<file path="src/rtl/axi4lite_regfile_if.sv">
// AXI4-Lite bus bundle for the register file: five channels, master/slave views.
interface axi4lite_regfile_if #(
  parameter int ADDR_W = 32,
  parameter int DATA_W = 32
);
  logic              aw_valid;
  logic              aw_ready;
  logic [ADDR_W-1:0] aw_addr;
  logic              w_valid;
  logic              w_ready;
  logic [DATA_W-1:0] w_data;
  logic [DATA_W/8-1:0] w_strb;
  logic              b_valid;
  logic              b_ready;
  logic [1:0]        b_resp;
  logic              ar_valid;
  logic              ar_ready;
  logic [ADDR_W-1:0] ar_addr;
  logic              r_valid;
  logic              r_ready;
  logic [DATA_W-1:0] r_data;
  logic [1:0]        r_resp;

  modport master (
    output aw_valid, aw_addr, w_valid, w_data, w_strb, b_ready, ar_valid, ar_addr, r_ready,
    input  aw_ready, w_ready, b_valid, b_resp, ar_ready, r_valid, r_data, r_resp
  );

  modport slave (
    input  aw_valid, aw_addr, w_valid, w_data, w_strb, b_ready, ar_valid, ar_addr, r_ready,
    output aw_ready, w_ready, b_valid, b_resp, ar_ready, r_valid, r_data, r_resp
  );
endinterface

</file>
<file path="src/rtl/axi4lite_regfile.sv">
// AXI4-Lite register file: NUM_REGS words, per-register read-only option,
// byte strobes, SLVERR on out-of-range or read-only writes.

// One writable register with byte-granular update.
module axi4lite_regfile_reg #(
  parameter int                DATA_W    = 32,
  parameter logic [DATA_W-1:0] RESET_VAL = '0
) (
  input  logic                aclk,
  input  logic                areset,
  input  logic                we,
  input  logic [DATA_W/8-1:0] strb,
  input  logic [DATA_W-1:0]   wdata,
  output logic [DATA_W-1:0]   q
);
  // Only strobed bytes take the new data.
  always_ff @(posedge aclk) begin
    if (areset) q <= RESET_VAL;
    else if (we) begin
      for (int k = 0; k < DATA_W/8; k++)
        if (strb[k]) q[k*8 +: 8] <= wdata[k*8 +: 8];
    end
  end
endmodule

module axi4lite_regfile #(
  parameter int                  DATA_W    = 32,
  parameter int                  ADDR_W    = 32,
  parameter int                  NUM_REGS  = 8,
  parameter logic [NUM_REGS-1:0] RO_MASK   = '0,
  parameter logic [DATA_W-1:0]   RESET_VAL = '0
) (
  input  logic                       aclk,
  input  logic                       areset,
  axi4lite_regfile_if.slave          s,
  output logic [NUM_REGS*DATA_W-1:0] reg_q,
  input  logic [NUM_REGS*DATA_W-1:0] ro_d
);
  localparam int         IDX_LSB = $clog2(DATA_W/8);
  localparam logic [1:0] OKAY    = 2'b00;
  localparam logic [1:0] SLVERR  = 2'b10;

  typedef struct packed {
    logic [ADDR_W-1:0]   addr;
    logic [DATA_W-1:0]   data;
    logic [DATA_W/8-1:0] strb;
  } wr_req_t;

  logic [NUM_REGS-1:0][DATA_W-1:0] regs;

  // ---------------- write channel ----------------
  logic        aw_held, w_held;
  wr_req_t     wr_q, wr_cur;
  logic        aw_fire, w_fire, commit;
  logic [ADDR_W-1:0] wr_idx;
  logic        wr_oor, wr_ro, wr_err;
  logic        b_valid;
  logic [1:0]  b_resp;

  // Ready is a function of registered state only; reset forces it low.
  assign s.aw_ready = !areset && !aw_held && !b_valid;
  assign s.w_ready  = !areset && !w_held  && !b_valid;
  assign s.b_valid  = b_valid;
  assign s.b_resp   = b_resp;

  assign aw_fire = s.aw_valid && s.aw_ready;
  assign w_fire  = s.w_valid  && s.w_ready;
  assign commit  = (aw_held || aw_fire) && (w_held || w_fire);

  // The commit uses whichever half was captured earlier, else the live bus.
  assign wr_cur.addr = aw_held ? wr_q.addr : s.aw_addr;
  assign wr_cur.data = w_held  ? wr_q.data : s.w_data;
  assign wr_cur.strb = w_held  ? wr_q.strb : s.w_strb;

  assign wr_idx = wr_cur.addr >> IDX_LSB;
  assign wr_oor = wr_idx >= ADDR_W'(NUM_REGS);
  assign wr_err = wr_oor || wr_ro;

  // Read-only lookup for the write target (0 when out of range).
  always_comb begin
    wr_ro = 1'b0;
    for (int i = 0; i < NUM_REGS; i++)
      if (wr_idx == ADDR_W'(i)) wr_ro = RO_MASK[i];
  end

  // Capture flags, held address/data and the write response.
  always_ff @(posedge aclk) begin
    if (areset) begin
      aw_held <= 1'b0;
      w_held  <= 1'b0;
      b_valid <= 1'b0;
      b_resp  <= OKAY;
      wr_q    <= '0;
    end else begin
      if (commit) begin
        aw_held <= 1'b0;
        w_held  <= 1'b0;
        b_valid <= 1'b1;
        b_resp  <= wr_err ? SLVERR : OKAY;
      end else begin
        if (aw_fire) begin
          aw_held   <= 1'b1;
          wr_q.addr <= s.aw_addr;
        end
        if (w_fire) begin
          w_held    <= 1'b1;
          wr_q.data <= s.w_data;
          wr_q.strb <= s.w_strb;
        end
      end
      if (b_valid && s.b_ready) b_valid <= 1'b0;
    end
  end

  // ---------------- register array ----------------
  for (genvar i = 0; i < NUM_REGS; i++) begin : g_reg
    if (RO_MASK[i]) begin : g_ro
      assign regs[i] = ro_d[i*DATA_W +: DATA_W];
    end else begin : g_rw
      // Hardware value is not consumed for writable registers.
      logic unused_ro;
      assign unused_ro = ^ro_d[i*DATA_W +: DATA_W];
      axi4lite_regfile_reg #(.DATA_W(DATA_W), .RESET_VAL(RESET_VAL)) u_reg (
        .aclk   (aclk),
        .areset (areset),
        .we     (commit && !wr_err && (wr_idx == ADDR_W'(i))),
        .strb   (wr_cur.strb),
        .wdata  (wr_cur.data),
        .q      (regs[i])
      );
    end
  end

  assign reg_q = regs;

  // ---------------- read channel ----------------
  logic              r_valid;
  logic [DATA_W-1:0] r_data, rd_mux;
  logic [1:0]        r_resp;
  logic [ADDR_W-1:0] rd_idx;
  logic              ar_fire, rd_oor;

  assign s.ar_ready = !areset && !r_valid;
  assign s.r_valid  = r_valid;
  assign s.r_data   = r_data;
  assign s.r_resp   = r_resp;

  assign ar_fire = s.ar_valid && s.ar_ready;
  assign rd_idx  = s.ar_addr >> IDX_LSB;
  assign rd_oor  = rd_idx >= ADDR_W'(NUM_REGS);

  // Register select; regs still holds pre-commit values on a colliding edge.
  always_comb begin
    rd_mux = '0;
    for (int i = 0; i < NUM_REGS; i++)
      if (rd_idx == ADDR_W'(i)) rd_mux = regs[i];
  end

  // Read response register, held until the R handshake.
  always_ff @(posedge aclk) begin
    if (areset) begin
      r_valid <= 1'b0;
      r_data  <= '0;
      r_resp  <= OKAY;
    end else if (ar_fire) begin
      r_valid <= 1'b1;
      r_data  <= rd_oor ? '0 : rd_mux;
      r_resp  <= rd_oor ? SLVERR : OKAY;
    end else if (r_valid && s.r_ready) begin
      r_valid <= 1'b0;
    end
  end
endmodule

</file>
<file path="src/flat_wrapper.sv">
// flat-port wrapper written by rule: the top's interface ports become plain ports
module axi4lite_regfile_flat 
#(
  parameter int                  DATA_W    = 32,
  parameter int                  ADDR_W    = 32,
  parameter int                  NUM_REGS  = 8,
  parameter logic [NUM_REGS-1:0] RO_MASK   = '0,
  parameter logic [DATA_W-1:0]   RESET_VAL = '0
)
  (aclk, areset, reg_q, ro_d, s_aw_valid, s_aw_addr, s_w_valid, s_w_data, s_w_strb, s_b_ready, s_ar_valid, s_ar_addr, s_r_ready, s_aw_ready, s_w_ready, s_b_valid, s_b_resp, s_ar_ready, s_r_valid, s_r_data, s_r_resp);
  axi4lite_regfile_if #(.ADDR_W(ADDR_W), .DATA_W(DATA_W)) s_i ();
  input  logic aclk;
  input  logic areset;
  output logic [NUM_REGS*DATA_W-1:0] reg_q;
  input  logic [NUM_REGS*DATA_W-1:0] ro_d;
  input wire logic [$bits(s_i.aw_valid)-1:0] s_aw_valid;
  input wire logic [$bits(s_i.aw_addr)-1:0] s_aw_addr;
  input wire logic [$bits(s_i.w_valid)-1:0] s_w_valid;
  input wire logic [$bits(s_i.w_data)-1:0] s_w_data;
  input wire logic [$bits(s_i.w_strb)-1:0] s_w_strb;
  input wire logic [$bits(s_i.b_ready)-1:0] s_b_ready;
  input wire logic [$bits(s_i.ar_valid)-1:0] s_ar_valid;
  input wire logic [$bits(s_i.ar_addr)-1:0] s_ar_addr;
  input wire logic [$bits(s_i.r_ready)-1:0] s_r_ready;
  output wire logic [$bits(s_i.aw_ready)-1:0] s_aw_ready;
  output wire logic [$bits(s_i.w_ready)-1:0] s_w_ready;
  output wire logic [$bits(s_i.b_valid)-1:0] s_b_valid;
  output wire logic [$bits(s_i.b_resp)-1:0] s_b_resp;
  output wire logic [$bits(s_i.ar_ready)-1:0] s_ar_ready;
  output wire logic [$bits(s_i.r_valid)-1:0] s_r_valid;
  output wire logic [$bits(s_i.r_data)-1:0] s_r_data;
  output wire logic [$bits(s_i.r_resp)-1:0] s_r_resp;
  assign s_i.aw_valid = s_aw_valid;
  assign s_i.aw_addr = s_aw_addr;
  assign s_i.w_valid = s_w_valid;
  assign s_i.w_data = s_w_data;
  assign s_i.w_strb = s_w_strb;
  assign s_i.b_ready = s_b_ready;
  assign s_i.ar_valid = s_ar_valid;
  assign s_i.ar_addr = s_ar_addr;
  assign s_i.r_ready = s_r_ready;
  assign s_aw_ready = s_i.aw_ready;
  assign s_w_ready = s_i.w_ready;
  assign s_b_valid = s_i.b_valid;
  assign s_b_resp = s_i.b_resp;
  assign s_ar_ready = s_i.ar_ready;
  assign s_r_valid = s_i.r_valid;
  assign s_r_data = s_i.r_data;
  assign s_r_resp = s_i.r_resp;
  axi4lite_regfile #(.DATA_W(DATA_W), .ADDR_W(ADDR_W), .NUM_REGS(NUM_REGS), .RO_MASK(RO_MASK), .RESET_VAL(RESET_VAL)) u_core (.aclk(aclk), .areset(areset), .s(s_i), .reg_q(reg_q), .ro_d(ro_d));
endmodule
</file>
<file path="config.mk">
export PLATFORM = sky130hd
export DESIGN_NAME = axi4lite_regfile_flat
export DESIGN_NICKNAME = d
export VERILOG_FILES = /design/src/rtl/axi4lite_regfile_if.sv /design/src/rtl/axi4lite_regfile.sv /design/src/flat_wrapper.sv
export SDC_FILE = /design/constraint.sdc
export NUM_CORES = 1
export LEC_CHECK = 0
export CORE_AREA = 2 2 259 261
export CTS_BUF_LIST = sky130_fd_sc_hd__clkbuf_4 sky130_fd_sc_hd__clkbuf_8 sky130_fd_sc_hd__clkbuf_16
export CTS_CLUSTER_DIAMETER = 150
export DETAILED_ROUTE_END_ITERATION = 6
export DIE_AREA = 0 0 261 263
export GPL_TIMING_DRIVEN = 0
export PLACE_DENSITY = 0.63
export SLEW_MARGIN = 20
export SYNTH_ARGS = -nofsm -noshare
export SYNTH_HDL_FRONTEND = slang
export SYNTH_SLANG_ARGS = --single-unit
</file>
<file path="constraint.sdc">
create_clock -name aclk -period 6.25 [get_ports aclk]
set_input_delay 1.25 -clock aclk [delete_from_list [all_inputs] [get_ports aclk]]
set_output_delay 1.25 -clock aclk [all_outputs]
set_load 0.01 [all_outputs]
</file>
==> results by group <==
Setup path
  – Reg2Reg Capture Point: u_core.s.r_data[21]
  – Crit Path Class: input pin to output pin
  – CP endpoint: s_aw_ready
  – CP max stage delay: 720 ps
  – Crit-path cells: clkbuf_1 -> clkbuf_1 -> clkbuf_1 -> clkbuf_1 -> clkbuf_1 -> nor3_1 -> clkdlybuf4s50_1
  – Critical path peak fanout: 10
  – Crit path launch: areset
  – Worst path most repeated cell: clkbuf_1
  – FF-to-FF path depth: 7
  – Worst setup EP type: output pin
  – Critical-path top delay cell: clkbuf_1
  – Worst Setup Start Kind: input pin
  – FF-to-FF setup slack: 3180 ps
  – R2r startpoint: u_core.s.r_valid
  – CP arrival: 4600 ps
  – Crit path required time: 5000 ps

Global route
  – Grt met3 use: 0.0603
  – GRT met1 Usage: 0.294
  – Vias in the first global route: 16.0k
  – GRT busiest layer: met2
  – Initial antenna violation count: 6
  – Largest net degree at the start of global routing: 13
  – Overall global routing resource usage: 0.227
  – Met2 Resource Use GR: 0.362
  – First-pass GRT wire length: 113000 um
  – GRT overflow: 0

Route
  – Drt first-iter violations: 1209
  – Wirelength, routed: 80200 um
  – Drt first pass iters: 5
  – DRT antenna net count: 0
  – Vias/cell: 5.08
  – Wire per inst: 25.5 um
  – Vias: 16.0k
  – DRC violations left: 0

Finish
  – Area growth syn-to-layout: 37.4%
  – Most frequent cells in the layout: clkdlybuf4s50_1, dfxtp_1, mux2i_1
  – Layout filler cell count: 6571
  – Commonest non-fill, non-tap cell in the layout: clkdlybuf4s50_1
  – # nets final: 2617
  – Share of post-route cells with drive strength above 1: 0.0855
  – Final Util: 0.362
  – Final Instance Area: 23800 sq um

Flow run
  – Max-capacitance violation count: 0

STA
  – Final slew viol count: 0
  – Worst Skew: 28.7 ps
  – Slew @ Worst Pin: 1160 ps
  – Max Freq: 171 MHz
  – Tmin final: 5850 ps
  – Total negative slack: 0 ps
  – Post-route clock period utilization: 0.935
  – Final worst-path setup slack: 403 ps
  – Fin. Hold Viols: 0
  – Slew headroom: 0.224
  – RSZ-0062 raised after global routing: no
  – Setup-failing EPs final: 0

Synth
  – Compound-gate portion of the synthesized area: 0.0991
  – Synth Warn #: 0
  – Distinct cells, synth: 44
  – #FFs+latches synth: 360
  – Cell Area, Synth: 17300 sq um
  – Post-synthesis mux area share: 0.197
  – Register area share after synthesis: 0.417
  – Largest family of logic cells by synthesized area: simple AND/OR/NAND/NOR gates
  – Xor/xnor share of the synthesized area: 0
  – Syn_area_per_cell: 9.54 sq um
  – Post-Synth Adder-Cell Area: 0
  – Synth Instances: 1813
  – Post-synthesis simple-gate area fraction: 0.248

Place
  – Dpl cell area: 22300 sq um
  – I/O Buffers: 395
  – DP Worst Slack: 490 ps
  – Routability Congestion: 0.901
  – DP HPWL: 61500 um

Pwr
  – Design Power: 5.46 mW
  – Pwr dens: 230 nW/um^2
  – Leakage: 9.70 nW
  – Worst VDD drop: 156 uV

Min path
  – Worst hold path type: register to register
  – Worst hold start: u_core.wr_q[1]

Clocking
  – CTS tree: built
  – Num CTS Buffers: 43
  – Post-cts gate resize count: 0
  – H-tree depth: 2
  – CTS sink count: 360
  – CTS max path bufs: 3
  – CTS Hold Buffers Added: 0
  – Clock Root Buffer: clkbuf_16
  – Clock Latency Late Sink: 590 ps
  – Setup Buffers After CTS: 0
  – Clock-pin slew on the worst setup and hold paths: 60 ps

Die
  – Floorplan row count: 94
  – Die area: 68600 sq um
  – Die height: 263 um
  – Starting Density: 0.264
  – Core area: 65600 sq um
  – Die W: 261 um
  – I/O pin total: 660

Status
  – Status: complete, no violations
[power by group]
group          total [mW]  switching [mW]  internal, mW
combinational       0.565           0.365         0.200
clock                2.57            1.05          1.52
sequential           2.32          0.0103          2.31
total                5.46            1.43          4.03
[worst min-delay path by stage]
stage / slack (ps) / cells past startpoint / end
2_1_floorplan: 440 / 2 / u_core.wr_q[0]
3_3_place_gp: 440 / 2 / u_core.wr_q[24]
3_5_place_dp: 450 / 2 / u_core.s.r_data[7]
4_1_cts: 460 / 2 / u_core.wr_q[14]
5_1_grt: 470 / 2 / u_core.wr_q[60]
6_report: 450 / 2 / u_core.wr_q[1]
[state kept, by name, indices dropped and copies added (netlist names)]
name,count
u_core.g.g_rw.u_reg.q,256
u_core.wr_q,66
u_core.s.r_data,32
u_core.aw_held,1
u_core.s.b_resp,1
u_core.s.b_valid,1
u_core.s.r_resp,1
u_core.s.r_valid,1
u_core.w_held,1
[cell usage after synthesis]
cell        n  share of area
nand4_1     1        0.00036
o221ai_1   29          0.015
nor3_1      8         0.0023
and3_1      1        0.00036
a21oi_1    98          0.028
a32o_1      1        0.00058
nand2_1   166          0.036
and3b_1     2         0.0010
mux2i_1   325           0.19
o21ai_0     3        0.00087
or3b_2     29          0.015
buf_8       3         0.0026
conb_1      1        0.00022
a211oi_1   31          0.013
buf_2       7         0.0020
nand3_1    34         0.0098
nand4_2     1        0.00072
mux2_2      2         0.0013
nor4_1     16         0.0058
o22ai_2     1        0.00072
nand4_4    31          0.038
nor4b_1     2         0.0010
nor2_1     77          0.017
a22oi_1     2        0.00087
mux4_2      6         0.0078
a221oi_4    1         0.0015
nand3b_1    2        0.00087
o22ai_1    59          0.021
buf_6       1        0.00065
dfxtp_1   360           0.42
o21ai_2     1        0.00051
nor2b_1    32          0.012
buf_1      37         0.0080
a311oi_1    1        0.00051
nor3_4      1        0.00094
buf_4       5         0.0022
o22a_1     30          0.015
nand2b_1  261          0.094
a22o_1      1        0.00051
nor3b_1     2        0.00087
clkbuf_1  105          0.023
and4_1      1        0.00051
or2_2      33          0.012
inv_1       3        0.00065
[area by class of cell]
cell class                 instances  area [sq um]  share of cell area
multi-input combinational       1293          9420               0.396
sequential                       360          7210               0.303
timing repair buffer             395          3950               0.166
clock buffer                      54          1200              0.0503
tap                              864          1080              0.0455
buffer                           158           663              0.0279
clock inverter                    18           223             0.00937
inverter                           3          11.3            0.000474
antenna                            4          10.0            0.000421
[metrics by stage]
stage	cells	hold WS, ps
2_1_floorplan	1814	436
3_3_place_gp	3073	441
3_5_place_dp	3073	445
4_1_cts	3145	456
5_1_grt	3147	470
6_report	3149	455
[per-layer routing]
layer | share of wire | vias up
met2 | 0.45 | 775
li1 | - | 7254
met1 | 0.42 | 7848
met5 | 0.00016 | -
met4 | 0.032 | 2
met3 | 0.093 | 132
[cells by family after synthesis]
group | after synthesis
simple gates | 700
flops | 360
mux | 333
compound gates | 258
buf+inv | 161
other cells | 1
[critical path: cells and delay by family]
family / cells / cell delay (ps)
simple gates: 1 / 130
buf+inv: 6 / 3200
(Power assumes the default switching activity.)
